**config.mk**
```make
export PLATFORM = sky130hd
export DESIGN_NAME = uart_tx_serializer
export DESIGN_NICKNAME = d
export VERILOG_FILES = /design/src/rtl/uart_tx_serializer.sv
export SDC_FILE = /design/constraint.sdc
export NUM_CORES = 1
export LEC_CHECK = 0
export BUFFER_PORTS_ARGS = -buffer_cell sky130_fd_sc_hd__buf_2
export CORE_UTILIZATION = 51
export DETAILED_ROUTE_END_ITERATION = 10
export PLACE_DENSITY_LB_ADDON = 0.12
export SETUP_SLACK_MARGIN = 0.4
export SLEW_MARGIN = 20
export SYNTH_ARGS = -nofsm -noshare
export SYNTH_HDL_FRONTEND = slang
export SYNTH_SLANG_ARGS = --single-unit
export TNS_END_PERCENT = 50
```
**constraint.sdc**
```tcl
create_clock -name rclk -period 1.85 [get_ports rclk]
set_input_delay 0 -clock rclk [delete_from_list [all_inputs] [get_ports rclk]]
set_output_delay 0 -clock rclk [all_outputs]
set_load 0.01 [all_outputs]
```
**src/rtl/uart_tx_serializer.sv**
```systemverilog
// UART transmit serializer: sends one 32-bit word as four byte frames, LSB byte first.
// Each frame is start + 8 data bits (LSB first) + optional even parity + 1 or 2 stop bits.
module uart_tx_serializer #(
    parameter int unsigned CLKS_PER_BIT = 868,
    parameter int unsigned PARITY_EN    = 0,
    parameter int unsigned STOP_BITS    = 1
) (
    input  logic        rclk,
    input  logic        rrst,
    input  logic [31:0] TX_IN_DATA,
    input  logic        start_tx,
    output logic        tx_busy,
    output logic        TX_OUT,
    output logic        tx_done,
    output logic [1:0]  byte_idx
);

    localparam int unsigned BaudW = (CLKS_PER_BIT > 2) ? $clog2(CLKS_PER_BIT) : 1;
    localparam logic [BaudW-1:0] BaudLast = BaudW'(CLKS_PER_BIT - 1);
    localparam logic StopLast = 1'(STOP_BITS - 1);

    typedef enum logic [2:0] {StIdle, StStart, StData, StParity, StStop} state_e;

    state_e            state_q, state_d;
    logic [31:0]       shift_q, shift_d;
    logic [1:0]        byte_idx_q, byte_idx_d;
    logic [2:0]        bit_cnt_q, bit_cnt_d;
    logic [BaudW-1:0]  baud_q, baud_d;
    logic              stop_cnt_q, stop_cnt_d;
    logic              tx_q, tx_d;
    logic              done_q, done_d;
    logic              bit_end;

    assign bit_end = (baud_q == BaudLast);

    always_comb begin
        state_d    = state_q;
        shift_d    = shift_q;
        byte_idx_d = byte_idx_q;
        bit_cnt_d  = bit_cnt_q;
        stop_cnt_d = stop_cnt_q;
        tx_d       = tx_q;
        done_d     = 1'b0;
        baud_d     = (state_q == StIdle || bit_end) ? '0 : baud_q + 1'b1;

        unique case (state_q)
            StIdle: begin
                tx_d = 1'b1;
                if (!start_tx) begin
                    state_d    = StStart;
                    shift_d    = TX_IN_DATA;
                    byte_idx_d = 2'd0;
                    bit_cnt_d  = 3'd0;
                    stop_cnt_d = 1'b0;
                    baud_d     = '0;
                    tx_d       = 1'b0;
                end
            end
            StStart: begin
                if (bit_end) begin
                    state_d   = StData;
                    bit_cnt_d = 3'd0;
                    tx_d      = shift_q[0];
                end
            end
            StData: begin
                if (bit_end) begin
                    if (bit_cnt_q == 3'd7) begin
                        if (PARITY_EN != 0) begin
                            state_d = StParity;
                            tx_d    = ^shift_q[7:0];
                        end else begin
                            state_d    = StStop;
                            stop_cnt_d = 1'b0;
                            tx_d       = 1'b1;
                        end
                    end else begin
                        bit_cnt_d = bit_cnt_q + 3'd1;
                        tx_d      = shift_q[bit_cnt_q + 3'd1];
                    end
                end
            end
            StParity: begin
                if (bit_end) begin
                    state_d    = StStop;
                    stop_cnt_d = 1'b0;
                    tx_d       = 1'b1;
                end
            end
            StStop: begin
                if (bit_end) begin
                    if (stop_cnt_q == StopLast) begin
                        if (byte_idx_q == 2'd3) begin
                            state_d = StIdle;
                            done_d  = 1'b1;
                            tx_d    = 1'b1;
                        end else begin
                            // Next byte follows immediately with its start bit.
                            state_d    = StStart;
                            byte_idx_d = byte_idx_q + 2'd1;
                            shift_d    = {8'd0, shift_q[31:8]};
                            tx_d       = 1'b0;
                        end
                    end else begin
                        stop_cnt_d = 1'b1;
                    end
                end
            end
            default: state_d = StIdle;
        endcase
    end

    always_ff @(posedge rclk) begin
        if (!rrst) begin
            state_q    <= StIdle;
            shift_q    <= '0;
            byte_idx_q <= 2'd0;
            bit_cnt_q  <= 3'd0;
            baud_q     <= '0;
            stop_cnt_q <= 1'b0;
            tx_q       <= 1'b1;
            done_q     <= 1'b0;
        end else begin
            state_q    <= state_d;
            shift_q    <= shift_d;
            byte_idx_q <= byte_idx_d;
            bit_cnt_q  <= bit_cnt_d;
            baud_q     <= baud_d;
            stop_cnt_q <= stop_cnt_d;
            tx_q       <= tx_d;
            done_q     <= done_d;
        end
    end

    // Busy includes the strobe cycle so the FIFO cannot pop twice before the load registers.
    assign tx_busy  = (state_q != StIdle) || !start_tx;
    assign TX_OUT   = tx_q;
    assign tx_done  = done_q;
    assign byte_idx = byte_idx_q;

endmodule

```
==> flow_summary.yaml, run 1 <==
route:
  drt_pre_antenna_iters: 4
  via_per_inst: 5.71
  wl_per_cell_um: 16.5
  first_iter_violations: 106
  drc: 0
  drt_wl_total_mm: 6.61
  via_count: 2283
  ant_nets: 0
pwr:
  internal-power_w: 0.00166
  p_clk_share_pct: 28.5
  p_sw_w: 0.000613
  peakVddDrop_v: 0.000482
  switching_share_pct: 26.9
  pwr-share-seq_pct: 53.9
  comb_power_share_pct: 17.6
  power.density_mw_per_mm2: 655
  leakage_nw: 1.33
finish:
  layout_commonest_cell: "dfxtp_1"
  drive_above_1_share_pct: 34.2
  nets: 371
  n_fill_cell: 355
  area.growth.synth_to_final_pct: 36.1
  layout_common_cells: "44 x dfxtp_1, 39 x buf_2, 38 x nand2_1"
  fin_area_mm2: 0.00347
  antennaDiodeCount: 0
placement:
  gp_congestion: 0.784
  dp_hpwl_mm: 3.84
  io_buffer_count: 39
  dpl_cell_area_mm2: 0.00285
clock_network:
  clock_sinks: 52
  cts_buffers: 5
  clk_pin_slew_ns: 0.10
  h-tree-depth: 2
  tritoncts: "done"
  clockRootBuffer: "clkbuf_8"
  insertion_delay_ns: 0.31
  clock_path_buffers: 2
logic_synthesis:
  syn_area_per_cell_um2: 9.56
  yosysSeqAreaShare_pct: 40.8
  synth_top_family_by_area: "compound AO/OA/AOI/OAI gates"
  yosys.area_share.simple_pct: 18.5
  synth-compound-area-share_pct: 19.4
  synth-edff-count: 0
  async_flop_share_pct: 0
  syn-cell-area_mm2: 0.00255
  synth_xor_area_share_pct: 2.74
  ys_seq_elements: 52
  syn_inst: 267
  synth_nets: 306
  synthMuxAreaShare_pct: 12.2
  yosys_warnings: 0
  yosysUniqueCellTypes: 44
  synthAdderAreaFrac_pct: 1.96
  ys.flop_type: "dfxtp_1"
grt:
  antenna_found_initial: 0
  grt_start_max_net_pins: 34
  track_usage_pct: 24.3
  grt_first_pass_wirelength_mm: 9.85
  grt_pass1_vias: 2080
  grt.overflow.total: 0
die:
  die_h_um: 72.8
  num_rows: 25
  die_w_um: 72.8
  core_area_mm2: 0.00479
  die_area_mm2: 0.00529
  io_pins: 40
  start_util_pct: 53.4
sta:
  slew_headroom_pct: 66.2
  timing.final.crit_share_pct: 94.1
  rsz0062_at_grt: "true"
  finalCriticalPeriod_ns: 1.74
  setup_tns_ns: 0
  fmax_mhz: 574
  tightest_slew_ns: 0.506
  clock-skew-final_ns: 0.0110
  slew_viol_final: 0
  finalSetupViolations: 0
  hold_violations: 0
hold_path:
  hp-class: "input port to register"
setup_path:
  arrival_ns: 1.91
  slowest_delay_ns: 0.47
  cp.required_ns: 2.02
  slowest_stage: "mux4_2"
  worstPathCellList: "ha_4 > mux4_2 > or2_0 > a41oi_1 > o221ai_1"
  endpoint_kind: "register"
  worst-setup-path-type: "register to register"
  crit_path_max_fanout: 2
  startpoint_type: "register"
outcome:
  status: "finished, final reports clean"
run:
  drv_cap: 0
[synthesized netlist by cell type, types with 3 or more instances]
cell	number	area [µm²]
nor4b_1	3	26.3
a21oi_1	12	60.1
mux2i_1	29	290
inv_1	3	11.3
dfxtp_1	52	1040
ha_1	4	50.1
nand4_1	3	18.8
a211oi_1	3	22.5
nand3_1	9	45.0
nand3b_1	4	30.0
nand2_1	38	143
o21ai_0	5	25.0
clkbuf_1	10	37.5
xor2_1	6	52.6
o221a_1	24	270
nor2_1	13	48.8
o21ai_1	7	35.0
and3_1	3	18.8
buf_2	7	35.0
[path summary, 6_finish.rpt]
| path | start | to | slack, ns | cells after the start |
|---|---|---|---|---|
| max | bit_cnt_q[0] | TX_OUT | 0.11 | 5 |
| min | TX_IN_DATA[10] | shift_q[10] | 0.06 | 4 |
| min reg2reg | shift_q[30] | shift_q[30] | 0.47 | 2 |
| max reg2reg | bit_cnt_q[0] | TX_OUT | 0.11 | 5 |
[cells by family after synthesis]
logic type	count (synthesis)
and+or+nand+nor	92
AOI/OAI and AO/OA	58
DFF	52
muxes	30
buffers and inverters	23
xor gates and xnor gates	8
adders and majority gates	4
[worst max-delay path: cells and delay by family (launching register included)]
| kind | cells | cell delay [ns] |
|---|---|---|
| muxes | 1 | 0.47 |
| DFF | 1 | 0.36 |
| AOI/OAI and AO/OA | 2 | 0.31 |
| adders and majority gates | 1 | 0.27 |
| and+or+nand+nor | 1 | 0.21 |
[power groups by stage]
stage                     Combinational [W]  Sequential, W  Clock (W)
after global placement             0.000275        0.00125          0
final                              0.000400        0.00123   0.000649
after CTS                          0.000324        0.00122   0.000660
after detailed placement           0.000279        0.00125          0
after global routing               0.000433        0.00123   0.000722
after floorplan                    0.000199        0.00123          0
[area by class of cell]
cell class | count | area [µm²] | share of cell area [%]
well taps | 67 | 83.8 | 2.41
inverters | 3 | 11.3 | 0.324
multi-input cells | 194 | 1590 | 45.9
clock inverters | 2 | 16.3 | 0.468
flip-flops and latches | 52 | 1060 | 30.5
repair buffers | 76 | 638 | 18.4
clock buffers | 6 | 72.6 | 2.09
[routing by layer]
metal / up-vias / GRT usage (%) / wire, µm
li1: 1130 / - / -
met1: 1092 / 31.9 / 2990
met2: 52 / 40.6 / 3310
met3: 9 / 4.42 / 227
met4: 0 / 7.41 / 91
met5: - / 0 / 0
[registers in the layout (all words and copies together), names as in the netlist]
name	cells
byte_idx	2
bit_cnt_q	3
TX_OUT	1
tx_done	1
state_q	3
shift_q	32
baud_q	10
[timing repair]
item,4_1_cts,5_1_grt
resized for setup,8,35
buffers inserted,9,7
gates cloned,1,5
pin swaps,4,11
endpoints found under the hold margin,9,0
hold buffers,9,0
setup endpoints to repair,51,53
[stage by stage]
step / total power [W] / instances / setup slack [ns] / util [%] / hold slack, ns
floorplan: 0.00143 / 267 / 0.144 / - / 0.136
global placement: 0.00152 / 361 / 0.0959 / 59.6 / 0.247
detailed placement: 0.00153 / 361 / 0.0666 / 59.6 / 0.247
CTS: 0.00221 / 388 / 0.0888 / 65.7 / 0.0573
global route: 0.00239 / 400 / 0.0301 / 72.6 / 0.0631
finish: 0.00228 / 400 / 0.109 / 72.6 / 0.0602
Note: power is estimated with default switching activity, not from simulation.
==> run 2, diff against run 1 <==
clock period = 1.6 ns   (was 1.85 ns; I/O delays follow)
==> flow_summary.yaml, run 2 (synthesis results as in run 1) <==
setup_path:
  endpoint_kind: "register"
  slowest_stage: "dfxtp_2"
  worstPathCellList: "ha_4 > and4b_2 > a41oi_4 > buf_6 > nor2_4 > buf_12 > o221a_1"
  startpoint_type: "register"
  slowest_delay_ns: 0.35
  crit_path_max_fanout: 12
  r2r_cells: 7
  arrival_ns: 1.96
  ff2ff_setup_slack_ns: -0.17
  timing.rr.end: "shift_q[13]"
  r2r_start: "baud_q[1]"
  worst-setup-path-type: "register to register"
  cp.required_ns: 1.79
outcome:
  violations: "negative setup slack"
  status: "finished, violations left"
finish:
  nets: 377
  drive_above_1_share_pct: 34.8
  fin_area_mm2: 0.00344
  largest_reg_flops: 32
  reg_top3: "shift_q: 32 flops, baud_q: 10 flops"
  antennaDiodeCount: 0
  layout_common_cells: "44 x dfxtp_1, 39 x buf_2, 38 x nand2_1"
  layout_commonest_cell: "dfxtp_1"
  area.growth.synth_to_final_pct: 34.7
  largest_register: "shift_q"
die:
  num_rows: 25
  die_w_um: 72.8
  io_pins: 40
  die_area_mm2: 0.00529
  start_util_pct: 53.4
  core_area_mm2: 0.00479
  die_h_um: 72.8
sta:
  finalSetupViolations: 29
  fmax_mhz: 566
  timing.final.crit_share_pct: 110
  hold_violations: 0
  finalCriticalPeriod_ns: 1.77
  clock-skew-final_ns: 0.0102
  slew_headroom_pct: 68.0
  rsz0062_at_grt: "true"
  slew_viol_final: 0
  setup_slack_ns: -0.168
  tightest_slew_ns: 0.468
clock_network:
  h-tree-depth: 2
  tritoncts: "done"
  clk_pin_slew_ns: 0.10
  clock_sinks: 52
  insertion_delay_ns: 0.30
  clockRootBuffer: "clkbuf_8"
  clock_path_buffers: 2
  cts_buffers: 5
route:
  first_iter_violations: 96
  via_count: 2335
  wl_per_cell_um: 16.2
  drc: 0
  ant_nets: 0
  drt_wl_total_mm: 6.59
  drt_pre_antenna_iters: 4
  via_per_inst: 5.75
placement:
  gp_congestion: 0.814
  dp_hpwl_mm: 3.82
  pre_cts_slack_ns: -0.119
  io_buffer_count: 39
  dpl_cell_area_mm2: 0.00297
grt:
  grt_start_max_net_pins: 32
  grt_first_pass_wirelength_mm: 10.3
  antenna_found_initial: 0
  grt_pass1_vias: 2195
  grt.overflow.total: 0
  track_usage_pct: 25.1
hold_path:
  min_to: "tx_done"
  hp-class: "input port to register"
  hp-start: "rrst"
  hold_depth: 2
run:
  drv_cap: 0
pwr:
  peakVddDrop_v: 0.000468
  leakage_nw: 1.35
  power.density_mw_per_mm2: 773
==> run 2: how the worst max path moves through the flow <==
stage / start / to / depth (start not counted) / slack (ns)
final: baud_q[1] / shift_q[13] / 7 / -0.17
after global placement: bit_cnt_q[1] / TX_OUT / 5 / -0.1
after global routing: bit_cnt_q[0] / TX_OUT / 5 / -0.20
after CTS: bit_cnt_q[0] / TX_OUT / 5 / -0.14
after floorplan: bit_cnt_q[0] / TX_OUT / 5 / -0.11
after detailed placement: bit_cnt_q[1] / TX_OUT / 5 / -0.12
==> run 2: critical path: cells and delay by family, from the launching register on <==
kind / cells / cell delay, ns
flops: 1 / 0.35
simple gates: 2 / 0.29
compound gates: 2 / 0.56
fa+ha+maj: 1 / 0.15
buf+inv: 2 / 0.31
==> run 2: power by group <==
part	leakage [nW]	switching, W	total (W)	internal, W
clock	0.0434	0.000443	0.000794	0.000351
sequential	0.431	0.0000521	0.00142	0.00137
combinational	0.873	0.000210	0.000445	0.000235
==> run 2: cell type report <==
class                      count  area [µm²]
clock inverter                 2        15.0
sequential                    52        1050
fill                         376        1350
inverter                       3        11.3
clock buffer                   6        82.6
multi-input combinational    193        1520
timing repair buffer          83         673
tap                           67        83.8
==> run 2: what timing repair did <==
action,4_1_cts,5_1_grt
pin swaps,3,8
setup endpoints to repair,53,53
setup buffers,3,6
endpoints found under the hold margin,8,0
resized for setup,14,22
hold buffers,8,0
gates cloned,4,0
==> run 2: stage by stage <==
stage	hold slack (ns)	TNS, ns	power (W)	util [%]	std cells
2_1_floorplan	0.136	-0.106	0.00166	-	267
3_3_place_gp	0.243	-2.17	0.00177	62.1	377
3_5_place_dp	0.247	-2.40	0.00177	62.1	377
4_1_cts	0.0382	-2.02	0.00262	69.7	400
5_1_grt	0.0504	-4.88	0.00279	71.9	406
6_report	0.0457	-3.23	0.00266	71.9	406
==> run 2: layer usage <==
metal  part of all wire, %  GRT usage (%)  up-vias  wire [µm]
li1                      -              -     1139          -
met1                    44           33.2     1116       2870
met2                    50           41.7       66       3280
met3                   4.1           4.42       14        268
met4                   2.5           7.63        0        165
met5                     0              0        -          0
